$ cat src/rtl/pipe_pkg.sv
// Shared types for the RV32 pipeline control unit: per-stage shadow record,
// forwarding select and halt FSM encodings, plus the producer/source match rule.
package pipe_pkg;

  // Shadow register index width; covers any REG_SIZE up to 8.
  localparam int REG_IDX_W = 8;

  typedef struct packed {
    logic                 valid;
    logic [REG_IDX_W-1:0] rs1;
    logic [REG_IDX_W-1:0] rs2;
    logic                 useRs1;
    logic                 useRs2;
    logic [REG_IDX_W-1:0] rd;
    logic                 regWrite;
    logic                 mem2reg;
    logic                 finish;
  } stage_info_t;

  typedef enum logic [1:0] {
    FWD_RF = 2'b00,
    FWD_M  = 2'b01,
    FWD_W  = 2'b10
  } fwd_sel_t;

  typedef enum logic [1:0] {
    RUN    = 2'd0,
    DRAIN  = 2'd1,
    HALTED = 2'd2
  } halt_state_t;

  localparam stage_info_t BUBBLE = '0;

  // x0 is never a real producer.
  function automatic logic producerMatch(input stage_info_t p,
                                         input logic [REG_IDX_W-1:0] src,
                                         input logic useSrc);
    return p.valid & p.regWrite & (p.rd != '0) & (p.rd == src) & useSrc;
  endfunction

endpackage

$ cat src/rtl/pipe_fwd_sel.sv
// Operand forwarding select for one execute-stage source: the younger (M)
// producer wins over W, otherwise the register file value is used.
module pipe_fwd_sel
  import pipe_pkg::*;
(
  input  logic [REG_IDX_W-1:0] src,
  input  logic                 useSrc,
  input  stage_info_t          stageM,
  input  stage_info_t          stageW,
  output fwd_sel_t             sel
);

  always_comb begin
    sel = FWD_RF;
    if (producerMatch(stageM, src, useSrc)) begin
      sel = FWD_M;
    end else if (producerMatch(stageW, src, useSrc)) begin
      sel = FWD_W;
    end
  end

endmodule

$ cat src/rtl/pipe_ctrl.sv
// Central stall/flush/forward control for the 5-stage RV32 core, with retired
// counter and finish-drain halt FSM. Forwarding is enabled by PIPE_CTRL_FWD_EN.
module pipe_ctrl
  import pipe_pkg::*;
#(
  parameter int REG_SIZE = 5,
  parameter int CNT_W    = 32
) (
  input  logic                clk,
  input  logic                reset,
  input  logic                validD,
  input  logic [REG_SIZE-1:0] rs1D,
  input  logic [REG_SIZE-1:0] rs2D,
  input  logic                useRs1D,
  input  logic                useRs2D,
  input  logic [REG_SIZE-1:0] writeRegD,
  input  logic                regWriteD,
  input  logic                mem2regD,
  input  logic                finishD,
  input  logic                PCSrcM,
  output logic                stallF,
  output logic                stallD,
  output logic                flushD,
  output logic                flushE,
  output logic                flushM,
  output logic [1:0]          fwdAE,
  output logic [1:0]          fwdBE,
  output logic [CNT_W-1:0]    retired,
  output logic                halted
);

  stage_info_t          dInfo;
  stage_info_t          shadowE_p0, shadowM_p1, shadowW_p2;
  logic [REG_IDX_W-1:0] rs1Ext, rs2Ext;
  logic                 matchE1, matchE2, hazard;
  halt_state_t          state, nextState;
  logic                 haltedQ;
  logic [CNT_W-1:0]     retiredCnt;
  logic                 unusedShadow;

  assign rs1Ext = REG_IDX_W'(rs1D);
  assign rs2Ext = REG_IDX_W'(rs2D);

  always_comb begin
    dInfo          = BUBBLE;
    dInfo.valid    = validD;
    dInfo.rs1      = rs1Ext;
    dInfo.rs2      = rs2Ext;
    dInfo.useRs1   = useRs1D;
    dInfo.useRs2   = useRs2D;
    dInfo.rd       = REG_IDX_W'(writeRegD);
    dInfo.regWrite = regWriteD;
    dInfo.mem2reg  = mem2regD;
    dInfo.finish   = finishD;
  end

  assign matchE1 = producerMatch(shadowE_p0, rs1Ext, useRs1D);
  assign matchE2 = producerMatch(shadowE_p0, rs2Ext, useRs2D);

`ifdef PIPE_CTRL_FWD_EN
  fwd_sel_t selA, selB;

  pipe_fwd_sel uFwdA (
    .src    (shadowE_p0.rs1),
    .useSrc (shadowE_p0.useRs1),
    .stageM (shadowM_p1),
    .stageW (shadowW_p2),
    .sel    (selA)
  );

  pipe_fwd_sel uFwdB (
    .src    (shadowE_p0.rs2),
    .useSrc (shadowE_p0.useRs2),
    .stageM (shadowM_p1),
    .stageW (shadowW_p2),
    .sel    (selB)
  );

  assign fwdAE  = selA;
  assign fwdBE  = selB;
  assign hazard = validD & shadowE_p0.mem2reg & (matchE1 | matchE2);
`else
  logic matchM1, matchM2;

  // Without bypass paths the consumer waits until its producer reaches W.
  assign matchM1 = producerMatch(shadowM_p1, rs1Ext, useRs1D);
  assign matchM2 = producerMatch(shadowM_p1, rs2Ext, useRs2D);
  assign fwdAE   = 2'b00;
  assign fwdBE   = 2'b00;
  assign hazard  = validD & (matchE1 | matchE2 | matchM1 | matchM2);
`endif

  always_comb begin
    stallF    = 1'b0;
    stallD    = 1'b0;
    flushD    = 1'b0;
    flushE    = 1'b0;
    flushM    = 1'b0;
    nextState = state;
    case (state)
      RUN: begin
        if (PCSrcM) begin
          flushD = 1'b1;
          flushE = 1'b1;
          flushM = 1'b1;
        end else if (hazard) begin
          stallF = 1'b1;
          stallD = 1'b1;
          flushE = 1'b1;
        end else if (validD && finishD) begin
          nextState = DRAIN;
        end
      end
      DRAIN: begin
        // A redirect here means the finish was on the wrong path.
        if (PCSrcM) begin
          flushD    = 1'b1;
          flushE    = 1'b1;
          flushM    = 1'b1;
          nextState = RUN;
        end else begin
          stallF = 1'b1;
          flushD = 1'b1;
          if (shadowW_p2.valid && shadowW_p2.finish) begin
            nextState = HALTED;
          end
        end
      end
      HALTED: begin
        stallF = 1'b1;
        stallD = 1'b1;
        flushE = 1'b1;
      end
      default: nextState = RUN;
    endcase
  end

  always_ff @(posedge clk) begin
    if (reset) begin
      state            <= RUN;
      haltedQ          <= 1'b0;
      retiredCnt       <= '0;
      shadowE_p0.valid <= 1'b0;
      shadowM_p1.valid <= 1'b0;
      shadowW_p2.valid <= 1'b0;
    end else begin
      state      <= nextState;
      haltedQ    <= (nextState == HALTED);
      retiredCnt <= retiredCnt + CNT_W'(shadowW_p2.valid);
      // D -> E boundary
      shadowE_p0 <= flushE ? BUBBLE : dInfo;
      // E -> M boundary
      shadowM_p1 <= flushM ? BUBBLE : shadowE_p0;
      // M -> W boundary
      shadowW_p2 <= shadowM_p1;
    end
  end

  assign retired      = retiredCnt;
  assign halted       = haltedQ;
  assign unusedShadow = ^{shadowE_p0, shadowM_p1, shadowW_p2};

endmodule

$ cat config.mk
export PLATFORM = sky130hd
export DESIGN_NAME = pipe_ctrl
export DESIGN_NICKNAME = d
export VERILOG_FILES = /design/src/rtl/pipe_pkg.sv /design/src/rtl/pipe_fwd_sel.sv /design/src/rtl/pipe_ctrl.sv
export SDC_FILE = /design/constraint.sdc
export NUM_CORES = 1
export LEC_CHECK = 0
export CORE_ASPECT_RATIO = 2
export CORE_MARGIN = 8
export CORE_UTILIZATION = 30
export DETAILED_ROUTE_END_ITERATION = 16
export GPL_ROUTABILITY_DRIVEN = 0
export SYNTH_ARGS = -nofsm -noshare
export SYNTH_HDL_FRONTEND = slang
export SYNTH_SLANG_ARGS = --single-unit
$ cat constraint.sdc
create_clock -name clk -period 6.5 [get_ports clk]
set_input_delay 1.3 -clock clk [delete_from_list [all_inputs] [get_ports clk]]
set_output_delay 1.3 -clock clk [all_outputs]
set_load 0.01 [all_outputs]
==> flow_metrics.tcl <==
set metrics [dict create \
    fillCellCount 876 \
    via_per_inst 4.889 \
    p_per_area_nw_per_um2 203.8 \
    timing.final.hold_violations 0 \
    grt_pass1_wl_mm 10.41 \
    critPathMaxStageDelay_ns 0.55 \
    clock_path_buffers 2 \
    grt_max_degree 39 \
    root_buffer "clkbuf_16" \
    cts_tree "done" \
    antenna_found_initial 0 \
    finalCritPeriodShare_pct 75.79 \
    crit_slowest_cell "clkdlybuf4s50_1" \
    cts_buffers 5 \
    synth-edff-count 15 \
    drt_iter0_drc 81 \
    die_h_um 147.6 \
    cp-start-kind "primary input" \
    cp_max_fo 10 \
    post-route-drc-count 0 \
    peakVddDrop_uv 110.4 \
    synth_ff_type "dfxtp_1" \
    wire_per_inst_um 14.92 \
    initial_core_util_pct 30.44 \
    min_period_ns 4.926 \
    hold_depth 0 \
    stdcell_count 433 \
    critPathBufInv 2 \
    worstPathRequired_ns 5.20 \
    p_total_w 0.0007011 \
    grtUsageTotal_pct 11.01 \
    ant_nets 0 \
    final_util_pct 40.33 \
    rsz0062_at_grt "no" \
    yosysUniqueCellTypes 43 \
    whs_ns 0.4414 \
    slew_viol_final 0 \
    drt_first_pass_iters 4 \
    pin_count 66 \
    ys.warnings.count 0 \
    synthCells 275 \
    setup_viol 0 \
    layout_common_cells "clkdlybuf4s50_1 (60), xnor2_1 (38), dfxtp_1 (38), nor2_1 (27), nand2_1 (20)" \
    diodes 0 \
    cp_num_cells 7 \
    cpMostUsedCell "clkdlybuf4s50_1" \
    p_leak_nw 1.177 \
    ctsHoldBuffers 0 \
    grt_pass1_vias 2169 \
    nNetsFinal 358 \
    die_x_um 81.78 \
    place_inst 425 \
    finalSetupTns_ns 0 \
    min_from "shadowM_p1[0]$_SDFFCE_PP0N_" \
    multi_input_area_um2 1290 \
    cts_resized 0 \
    end_kind "primary output" \
    drive_above_1_share_pct 5.706 \
    rows 48 \
    hold_path_class "reg2reg" \
    vias 2117 \
    crit_chain "clkdlybuf4s50_1, xnor2_1, nand4_1, o22ai_1, a32o_1, a22o_1, clkdlybuf4s50_1" \
    synthToLayoutAreaGrowth_pct 32.48 \
    r2r_cells 6 \
    design.core.area_um2 8528 \
    port_buffers 60 \
    maxCapViolations 0 \
    fmax_ghz 0.2030 \
    max_slew_margin_pct 56.50 \
    clock-sinks 53 \
    dieArea_um2 12070 \
    grt_overflow_total 0 \
    synth-seq-cells 53 \
    post-cts-setup-buffers 0 \
    h-tree-depth 2 \
    finalClockSkew_ns 0.01212 \
    reg2reg_from "shadowW_p2[29]$_SDFF_PP0_" \
    tightestPinTransition_ns 0.6518 \
    synth.avg_cell_area_um2 9.441 \
    arrival_ns 3.63 \
    crit_start "rs2D[1]" \
    async_reset_ff_share_pct 0 \
    outcome "finished clean" \
    cp_top_family "buffers and inverters" \
    synth_area_um2 2596 \
    seq_area_frac_synth_pct 46.65 \
    critPathKind "in2out" \
    path_clk_slew_ns 0.07 \
    finalWirelength_mm 6.462 \
    seqCellArea_um2 1211 \
    place_hpwl_mm 4.950 \
    layout_commonest_cell "clkdlybuf4s50_1" \
    clk_latency_ns 0.30 \
]
[logic make-up after synthesis]
kind of cell    after synthesis  synth area share [%]
fa+ha+maj                     2                0.9637
compound gates               37                 9.157
mux                           2                0.8674
flops                        53                 46.65
xor+xnor                     41                 13.83
buf+inv                      24                 4.096
simple gates                115                 24.29
other cells                   1                0.1444
[layer usage]
layer | global-route usage, % | part of all wire, % | vias up
met5 | 0 | 0 | -
met4 | 4.602 | 2.1 | 0
met3 | 2.737 | 5.1 | 8
met2 | 20.70 | 55 | 48
met1 | 10.56 | 37 | 1005
li1 | - | - | 1056
[path summary, 6_finish.rpt]
path              slack [ns]                       to
setup reg to reg        3.95   retired[31]$_SDFF_PP0_
hold / removal          0.44  shadowW_p2[0]$_DFFE_PN_
setup / recovery        1.57                   stallD
hold reg to reg         0.44  shadowW_p2[0]$_DFFE_PN_
[cell type report]
class,instances,share of cell area (%)
sequential,53,35.21
clock inverter,2,0.5093
timing repair buffer,61,17.68
inverter,10,1.091
multi-input combinational,201,37.50
tap,100,3.638
clock buffer,6,4.365
[power by group]
part	switching (W)	total (W)	internal (W)	leakage (nW)
logic	0.0000237	0.0000520	0.0000283	0.635
clock network	0.000127	0.000296	0.000169	0.0830
registers	0.00000623	0.000353	0.000347	0.459
[registers in the layout (all words and copies together), names as in the netlist]
name        count
retired        32
shadowE_p0      8
shadowM_p1      8
shadowW_p2      2
state           2
halted          1
[metrics by stage]
| stage | setup slack [ns] | instance area, um2 |
|---|---|---|
| CTS | 1.554 | 3440 |
| detailed placement | 1.541 | 3272 |
| floorplan | 2.931 | 2608 |
| global route | 1.485 | 3440 |
| global placement | 1.584 | 3272 |
| finish | 1.574 | 3440 |
[synthesized netlist by cell type, types with 2 or more instances]
| library cell | n | share of area (%) |
|---|---|---|
| and2_1 | 10 | 2.4 |
| nor3_1 | 5 | 0.96 |
| ha_1 | 2 | 0.96 |
| a21oi_1 | 17 | 3.3 |
| buf_4 | 4 | 1.2 |
| inv_1 | 10 | 1.4 |
| a21o_1 | 2 | 0.58 |
| nand2_1 | 20 | 2.9 |
| or3_1 | 8 | 1.9 |
| edfxtp_1 | 15 | 17 |
| o21ai_0 | 6 | 1.2 |
| clkbuf_1 | 9 | 1.3 |
| xnor2_1 | 38 | 13 |
| o22ai_1 | 2 | 0.48 |
| mux2_2 | 2 | 0.87 |
| nor4_1 | 5 | 1.2 |
| xor2_1 | 3 | 1.0 |
| nand4_1 | 7 | 1.7 |
| nor2_1 | 27 | 3.9 |
| o311a_1 | 2 | 0.77 |
| and3_1 | 9 | 2.2 |
| a32o_1 | 2 | 0.77 |
| nand3_1 | 9 | 1.7 |
| dfxtp_1 | 38 | 29 |
| nor2b_1 | 5 | 1.2 |
No activity file was read; power rests on OpenSTA's default activity.
